`config.mk`:
```
export PLATFORM = sky130hd
export DESIGN_NAME = decoder_3to8
export DESIGN_NICKNAME = d
export VERILOG_FILES = /design/src/rtl/decoder_pkg.sv /design/src/rtl/decoder_core.sv /design/src/rtl/decoder_3to8.sv
export SDC_FILE = /design/constraint.sdc
export NUM_CORES = 1
export LEC_CHECK = 0
export BUFFER_PORTS_ARGS = -buffer_cell sky130_fd_sc_hd__buf_2
export CAP_MARGIN = 20
export CORE_AREA = 3 3 40 42
export CTS_CLUSTER_DIAMETER = 80
export CTS_CLUSTER_SIZE = 40
export DETAILED_ROUTE_END_ITERATION = 10
export DIE_AREA = 0 0 43 45
export GPL_ROUTABILITY_DRIVEN = 0
export PLACE_DENSITY = 0.48
export SKIP_CTS_REPAIR_TIMING = 1
export SLEW_MARGIN = 10
export SYNTH_ARGS = -nofsm -noshare
export SYNTH_HDL_FRONTEND = slang
export SYNTH_SLANG_ARGS = --single-unit
export TNS_END_PERCENT = 100
```
`constraint.sdc`:
```
create_clock -name iClk -period 1.6 [get_ports iClk]
set_input_delay 0.16 -clock iClk [delete_from_list [all_inputs] [get_ports iClk]]
set_output_delay 0.16 -clock iClk [all_outputs]
set_load 0.01 [all_outputs]
```
`src/rtl/decoder_pkg.sv`:
```
// Shared widths and constants for the 3-to-8 active-low decoder.
// Optional oValid output on the top is controlled by DECODER_VALID_OUT_EN.
package decoder_pkg;

  localparam int unsigned SEL_W = 3;
  localparam int unsigned OUT_W = 8;

  // All lines inactive (active-low outputs).
  localparam logic [OUT_W-1:0] OUT_IDLE = 8'hFF;

  // {G1, G2}: G1 must be high and G2 low to enable decoding.
  localparam logic [1:0] ENA_ACTIVE = 2'b10;

endpackage : decoder_pkg

```
`src/rtl/decoder_core.sv`:
```
// Combinational one-cold decoder: with en high exactly one y_n line is low.
// No state, no clock; the registered wrapper lives in decoder_3to8.
module decoder_core
  import decoder_pkg::*;
#(
  parameter int unsigned SW = SEL_W
) (
  input  logic [SW-1:0]      sel,
  input  logic               en,
  output logic [(1<<SW)-1:0] y_n
);

  localparam int unsigned OW = 1 << SW;

  always_comb begin
    y_n = '1;
    for (int i = 0; i < OW; i++) begin
      if (en && (sel == SW'(i))) begin
        y_n[i] = 1'b0;
      end
    end
  end

endmodule : decoder_core

```
`src/rtl/decoder_3to8.sv`:
```
// 74x138-style decoder with a registered active-low output (1-cycle latency).
// Build with DECODER_VALID_OUT_EN defined to add the registered oValid output.
module decoder_3to8 #(
  parameter int unsigned            SEL_W   = decoder_pkg::SEL_W,
  parameter logic [(2**SEL_W)-1:0]  RST_OUT = decoder_pkg::OUT_IDLE
) (
  input  logic                    iClk,
  input  logic                    iRst_n,
  input  logic [SEL_W-1:0]        iData,
  input  logic [1:0]              iEna,
  output logic [(2**SEL_W)-1:0]   oData
`ifdef DECODER_VALID_OUT_EN
  ,
  output logic                    oValid
`endif
);

  localparam int unsigned OUT_W = 2**SEL_W;

  // No handshake: a new select/enable pair is sampled on every rising edge
  // and its decode appears on oData after that same edge.
  logic             en;
  logic [OUT_W-1:0] data_d;
  logic [OUT_W-1:0] data_q;

  assign en = (iEna == decoder_pkg::ENA_ACTIVE);

  decoder_core #(
    .SW (SEL_W)
  ) u_core (
    .sel (iData),
    .en  (en),
    .y_n (data_d)
  );

  always_ff @(posedge iClk) begin
    if (!iRst_n) begin
      data_q <= RST_OUT;
    end else begin
      data_q <= data_d;
    end
  end

  assign oData = data_q;

`ifdef DECODER_VALID_OUT_EN
  logic valid_d;
  logic valid_q;

  assign valid_d = en;

  always_ff @(posedge iClk) begin
    if (!iRst_n) begin
      valid_q <= 1'b0;
    end else begin
      valid_q <= valid_d;
    end
  end

  assign oValid = valid_q;
`endif

endmodule : decoder_3to8

```
======== Word level (Yosys, flattened, before mapping) ========
Index checks and enable logic that the tools add are counted.
storage, ports and cells
  logic and storage cells ................. 26
  flip-flop bits (word level) ............. 8
operators by class
  reduce and logical (&&, ||, !) cells .... 9
  muxes and demuxes ....................... 8
  eq/ne operators ......................... 8
operator list
  operator                                                         number
  3-bit == test, second input constant                             4
  1-bit logical AND                                                8
  1-bit two-way mux                                                8
  3-bit by 2-bit == test with 1-bit output, second input constant  2
  3-bit by 1-bit == test with 1-bit output, second input constant  1
  3-bit zero test                                                  1
  2-bit == test, second input constant                             1

======== Logic depth before layout (Yosys ltp) ========
Gate-level depths: netlist of the first run.
  word-level depth ........................ 3
  depth in mapped cells ................... 2
  mapped depth without buffers ............ 2

======== Cells and area by module ========
From an unflattened synthesis of the first run, not the netlist that was laid out.
second synthesis, totals
  cell total of the unflattened synthesis .. 25
  area total of the unflattened synthesis .. 292.8 um^2
by module, submodules not included
  module        cells an instance  instances  area each (um^2)
  decoder_3to8  17                 1          216.5
  decoder_core  8                  1          76.3

======== Worst setup path before layout of the first run ========
Ideal clock, no wire load.
  kind .................................... input-to-reg
  from .................................... input port iEna[0]
  to ...................................... register data_q[3] (netlist: oData[3])
  buffers on the path ..................... 0
  data required time ...................... 1.480 ns
  cell stages on the path ................. 2
  slack ................................... 0.946 ns
  arrival ................................. 0.533 ns
  cell sequence ........................... and4bb_2 > nand3_1
between the ends
  cells in the longest elaborated chain, start to end .. 3
ends and longest elaborated chain
  item                    RTL line            text
  start: declaration      decoder_3to8.sv:10  input logic [1:0] iEna,
  2-bit == test           decoder_3to8.sv:26  assign en = (iEna == decoder_pkg::ENA_ACTIVE);
  1-bit logical AND       decoder_core.sv:18  if (en && (sel == SW'(i))) begin
  1-bit two-way mux       decoder_core.sv:18
  end signal: assignment  decoder_3to8.sv:40  data_q <= data_d;
  end: declaration        decoder_3to8.sv:24  logic [OUT_W-1:0] data_q;
No other way between the ends.
A chain may end at the register's enable or synchronous reset.

======== Worst setup path in the final report of the first run ========
  from .................................... register data_q[3] (netlist: oData[3])
  to ...................................... output port oData[3]
RTL lines
  item              RTL line            text
  end: declaration  decoder_3to8.sv:11  output logic [(2**SEL_W)-1:0] oData
No word-level cell between the ends.

==> results by group, run 1 <==
Synth
  – Synthesized flop and latch total: 8
  – Largest cells by area after synthesis: dfxtp_1, nand2_1, and4bb_2, nor2b_1, and4b_2
  – Syn. warnings: 0
  – Synth area leader: dfxtp_1
  – Syn Area/Cell: 11.08 um^2
  – Synth top area share: 68.82%
  – Synth Instances: 21
  – Seq/Total Area, Yosys: 68.82%
  – Unique cell type count in the Yosys netlist: 7
  – Net count after synthesis: 28
  – Cell Area, Synth: 232.7 um^2

Setup path
  – Top delay family on crit path: flip-flops
  – Crit Path Max Fanout: 1
  – CP Capture Type: primary output
  – Critical path class: register to primary output
  – CP startpoint kind: register
  – Crit path buf inv count: 1
  – WP data arrival: roughly 0.67 ns
  – Max incr delay on CP: roughly 0.31 ns
  – CP Cell Sequence: buf_2
  – CP startpoint: oData[3]$_SDFF_PN1_
  – Worst EP required: roughly 1.4 ns
  – Critical Path Slowest Stage Cell: dfxtp_1

Routing
  – Antenna-violating nets left: 0
  – Residual DRC count: 0
  – DR iter-0 viols: 2
  – Vias: 198
  – First-pass iteration count of the detailed router: 2
  – Vias/cell: between 3 and 4
  – WL/cell: 8.377 um
  – Detailed Route WL: between 400 and 500 um

Floorplanning
  – Starting Density: 18.11%
  – Area of the core: 1285 um^2
  – Top-Level Pins: 15
  – Die area: 1935 um^2
  – DIE HEIGHT: 45 um
  – Die width: between 40 and 50 um
  – Num rows: 13

Timing
  – Setup-failing EPs final: 0
  – Tcrit/Tclk final: about half
  – FMAX: ~1200 MHz
  – Final min period: between 0.8 and 0.9 ns
  – Relative slew slack: just over 90%
  – Worst-Margin Slew: around 0.14 ns
  – Final Max Tran Viols: 0
  – Unrepaired setup endpoints after global routing: no
  – TNS Setup: 0 ns
  – Hold Vio Cnt, Final: 0

Power and ir drop
  – LEAKAGE: between 0.0001 and 0.00015 uW
  – VDD IR max: approximately 0.24 mV
  – Power per standard cell area: around 1100 nW/um^2

Clocking
  – CTS tree: yes
  – Deepest clock path buffer count: 2
  – CTS Buf Count: 3
  – Clock transition at path regs: roughly 0.050 ns
  – Clk root buf: clkbuf_4
  – H-tree Lvls: 1
  – # clock sinks: 8

GRT
  – Largest net degree at the start of global routing: 6
  – Global route overflow: 0
  – Initial antenna violation count: 0
  – First-pass GRT wire length: just under 700 um
  – Vias in the first global route: 192
  – Gr usage total: around 5.7%

Layout
  – # diodes: 0
  – Most common cell after layout, fill and taps aside: buf_2
  – Max reg flops: 8
  – Nets@finish: 47
  – Fin area: between 300 and 400 um^2
  – Sequential cell area: ~160 um^2
  – Commonest non-fill, non-tap cells in the layout: buf_2, dfxtp_1, nand2_1
  – Share of post-route cells with drive strength above 1: 50.00%
  – Fill count: roughly 140
  – Area Overhead vs Synth: 47.85%
  – Area of the multi-input gates: about 73 um^2
  – Layout Cells excl Fill: 53

Placed design
  – Placed Area: roughly 320 um^2
  – Placed Cells: 50
  – Port Buffers: 14

Hold path
  – Hold Path Depth: 2
  – Critical hold path startpoint: iData[1]
  – WHS Endpoint: oData[3]$_SDFF_PN1_
  – Min-delay worst type: input port to register

Run
  – Maxcap violations: 0

Run status
  – Outcome: finished clean
## metrics by stage
step | hold WS, ns | total power (uW) | utilization (%) | setup WS [ns]
after global routing | 0.1410 | 386.1 | 26.78 | 0.7289
after CTS | 0.1176 | 379.6 | 26.78 | 0.7457
after floorplan | 0.2318 | 214.0 | - | 0.9464
final | 0.1315 | 369.4 | 26.78 | 0.7703
after global placement | 0.3789 | 226.5 | 25.02 | 0.8178
after detailed placement | 0.3808 | 226.7 | 25.02 | 0.8096
## synthesized netlist by cell type
library cell,number
dfxtp_1,8
nand2_1,6
nand3_1,2
nor2b_1,2
and4b_2,1
and4bb_2,1
nor2_1,1
## kinds of logic after synthesis
kind of cell and synth area share [%]:
AND/OR/NAND/NOR 31.18, flip-flops 68.82
## where the power goes
group,switching [uW],internal (uW)
combinational,10.0,10.5
sequential,0.386,202
clock,61.6,85.4
## layout make-up
| class | instances | area share, % |
|---|---|---|
| clock buffers | 3 | 6.545 |
| flip-flops and latches | 8 | 46.55 |
| repair buffers | 14 | 20.36 |
| well taps | 15 | 5.455 |
| multi-input cells | 13 | 21.09 |
## layer usage
layer,GRT usage (%),vias up,wire (um)
met5,0,-,0
met4,10.84,0,17
met3,2.390,2,48
li1,-,103,-
met1,5.097,82,175
met2,6.886,11,202
## worst max path at each step
stage / to / depth (start not counted)
floorplan: oData[3]$_SDFF_PN1_ / 2
global placement: oData[3]$_SDFF_PN1_ / 3
detailed placement: oData[3]$_SDFF_PN1_ / 3
CTS: oData[3] / 1
global route: oData[6] / 1
finish: oData[3] / 1
Power figures use the tool's default switching activity.
==> run 2, diff against run 1 <==
--- a/config.mk
+++ b/config.mk
@@ -5,6 +5,7 @@
 export SDC_FILE = /design/constraint.sdc
 export NUM_CORES = 1
 export LEC_CHECK = 0
+export ABC_AREA = 1
 export BUFFER_PORTS_ARGS = -buffer_cell sky130_fd_sc_hd__buf_2
 export CAP_MARGIN = 20
 export CORE_AREA = 3 3 40 42
@@ -13,7 +14,7 @@
 export DETAILED_ROUTE_END_ITERATION = 10
 export DIE_AREA = 0 0 43 45
 export GPL_ROUTABILITY_DRIVEN = 0
-export PLACE_DENSITY = 0.48
+export PLACE_DENSITY = 0.5
 export SKIP_CTS_REPAIR_TIMING = 1
 export SLEW_MARGIN = 10
 export SYNTH_ARGS = -nofsm -noshare
==> constraint.sdc (replaced) <==
create_clock -name iClk -period 0.8 [get_ports iClk]
set_input_delay 0.08 -clock iClk [delete_from_list [all_inputs] [get_ports iClk]]
set_output_delay 0.08 -clock iClk [all_outputs]
set_load 0.01 [all_outputs]
==> results by group, run 2 <==
Run status
  – Outcome: finished clean

Clocking
  – Deepest clock path buffer count: 2
  – Clk root buf: clkbuf_4
  – CTS tree: yes
  – Clock transition at path regs: ~0.050 ns
  – H-tree Lvls: 1
  – # clock sinks: 8
  – CTS Buf Count: 3

Layout
  – Max reg flops: 8
  – Commonest non-fill, non-tap cells in the layout: buf_2, nand2_1, nor2_1, dfxtp_1, clkbuf_4
  – Share of post-route cells with drive strength above 1: between 30 and 40%
  – # diodes: 0
  – Area Overhead vs Synth: 42.58%
  – Nets@finish: 59
  – Most common cell after layout, fill and taps aside: buf_2

Floorplanning
  – Die area: ~1900 um^2
  – Starting Density: about a fifth
  – Num rows: 13
  – Top-Level Pins: 15
  – Die width: 43 um
  – DIE HEIGHT: ~45 um
  – Area of the core: between 1000 and 1500 um^2

Timing
  – Worst-Margin Slew: between 0.15 and 0.2 ns
  – Hold Vio Cnt, Final: 0
  – Relative slew slack: about nine tenths
  – Final min period: 0.7434 ns
  – Final worst slack: between 0.05 and 0.06 ns
  – TNS Setup: 0 ns
  – Tcrit/Tclk final: 92.92%
  – FMAX: 1345 MHz
  – Unrepaired setup endpoints after global routing: no
  – Setup-failing EPs final: 0
  – Final Max Tran Viols: 0

GRT
  – Largest net degree at the start of global routing: 9
  – Gr usage total: ~6.3%
  – First-pass GRT wire length: 841 um
  – Global route overflow: 0
  – Vias in the first global route: 223
  – Initial antenna violation count: 0

Routing
  – Vias/cell: between 3 and 4
  – First-pass iteration count of the detailed router: 4
  – Detailed Route WL: ~460 um
  – DR iter-0 viols: 7
  – WL/cell: 7.123 um
  – Antenna-violating nets left: 0
  – Vias: approximately 240
  – Residual DRC count: 0

Power and ir drop
  – VDD IR max: ~0.55 mV
  – LEAKAGE: 0.0001674 uW
  – Power per standard cell area: between 2000 and 2500 nW/um^2

Setup path
  – CP Capture Type: primary output
  – Worst EP required: about 0.72 ns
  – Crit Path Max Fanout: 1
  – CP startpoint: oData[4]$_SDFF_PN1_
  – WP data arrival: 0.66 ns
  – Critical path class: register to primary output
  – Critical Path Slowest Stage Cell: dfxtp_1
  – CP startpoint kind: register
  – Crit path buf inv count: 1
  – Max incr delay on CP: around 0.3 ns
  – CP Cell Sequence: buf_2
  – Top delay family on crit path: flip-flops

Synth
  – Syn Area/Cell: slightly below 8 um^2
  – Most common cell in the netlist: nand2_1
  – Largest cells by area after synthesis: dfxtp_1, nand2_1, nor2_1, nor2_4, inv_1
  – Post-synth top cells: nand2_1, dfxtp_1, nor2_1
  – Net count after synthesis: 40
  – Number of enable flip-flop cells after synthesis: 0
  – Seq/Total Area, Yosys: roughly three fifths
  – Async SR Flop Fraction: 0%
  – Synthesized flop and latch total: 8
  – Synth top area share: between 60% and 70%
  – Synth Instances: 33
  – Synth area leader: dfxtp_1
  – Syn. warnings: 0
  – Unique cell type count in the Yosys netlist: 6
  – Top FF cell, synth: dfxtp_1
  – Cell Area, Synth: between 200 and 300 um^2

Run
  – Maxcap violations: 0

Placed design
  – Port Buffers: 14
  – Pre-CTS setup slack: 0.1970 ns
  – HPWL Detailed: approximately 400 um

Hold path
  – Min-delay worst type: input port to register
  – Critical hold path startpoint: iEna[0]
==> run 2: cell types whose count changed after synthesis <==
cell / previous run / this run
nor2b_1: 2 / 0
nand2_1: 6 / 13
and4bb_2: 1 / 0
nand3_1: 2 / 0
nor2_4: 0 / 1
inv_2: 0 / 1
nor2_1: 1 / 8
inv_1: 0 / 2
and4b_2: 1 / 0
==> run 2: cell type report <==
cell class              instances  area, um^2
well taps                      15       18.77
inverters                       3       11.26
repair buffers                 14       70.07
fillers                       148       912.1
clock buffers                   3       22.52
flip-flops and latches          8       160.2
multi-input cells              22       90.09
==> run 2: per-layer routing <==
layer	GRT usage, %	vias up	share of wire [%]
li1	-	131	-
met1	7.039	92	44
met2	7.784	13	39
met3	3.187	2	13
met4	7.229	0	3.7
met5	0	-	0
==> run 2: cells by family (layout without fill, tap and decap cells) <==
group                  count (synthesis)  after routing  share of synthesized area (%)
buffers and inverters                  3             20                          4.306
and+or+nand+nor                       22             22                          34.45
DFF                                    8              8                          61.24
==> run 2: where the power goes <==
part	total [uW]	internal [uW]	switching, uW
Combinational	56.3	22.7	33.6
Sequential	404	403	0.673
Clock	291	171	121
Total	751	596	155
==> run 2: worst paths after layout <==
| kind | cells after the start | to | slack [ns] |
|---|---|---|---|
| worst max-delay path | 1 | oData[4] | 0.06 |
| worst min-delay path | 3 | oData[3]$_SDFF_PN1_ | 0.07 |
==> run 2: stage by stage <==
step                utilization, %  power [uW]  area [um^2]  hold slack, ns  instances
finish                       29.02       751.3        372.9         0.07212         65
CTS                          29.02       768.5        372.9         0.06763         65
global placement             27.26       467.9        350.3          0.3215         62
global route                 29.02       801.0        372.9         0.07960         65
floorplan                        -       440.9        261.5          0.1716         33
detailed placement           27.26       469.0        350.3          0.3276         62
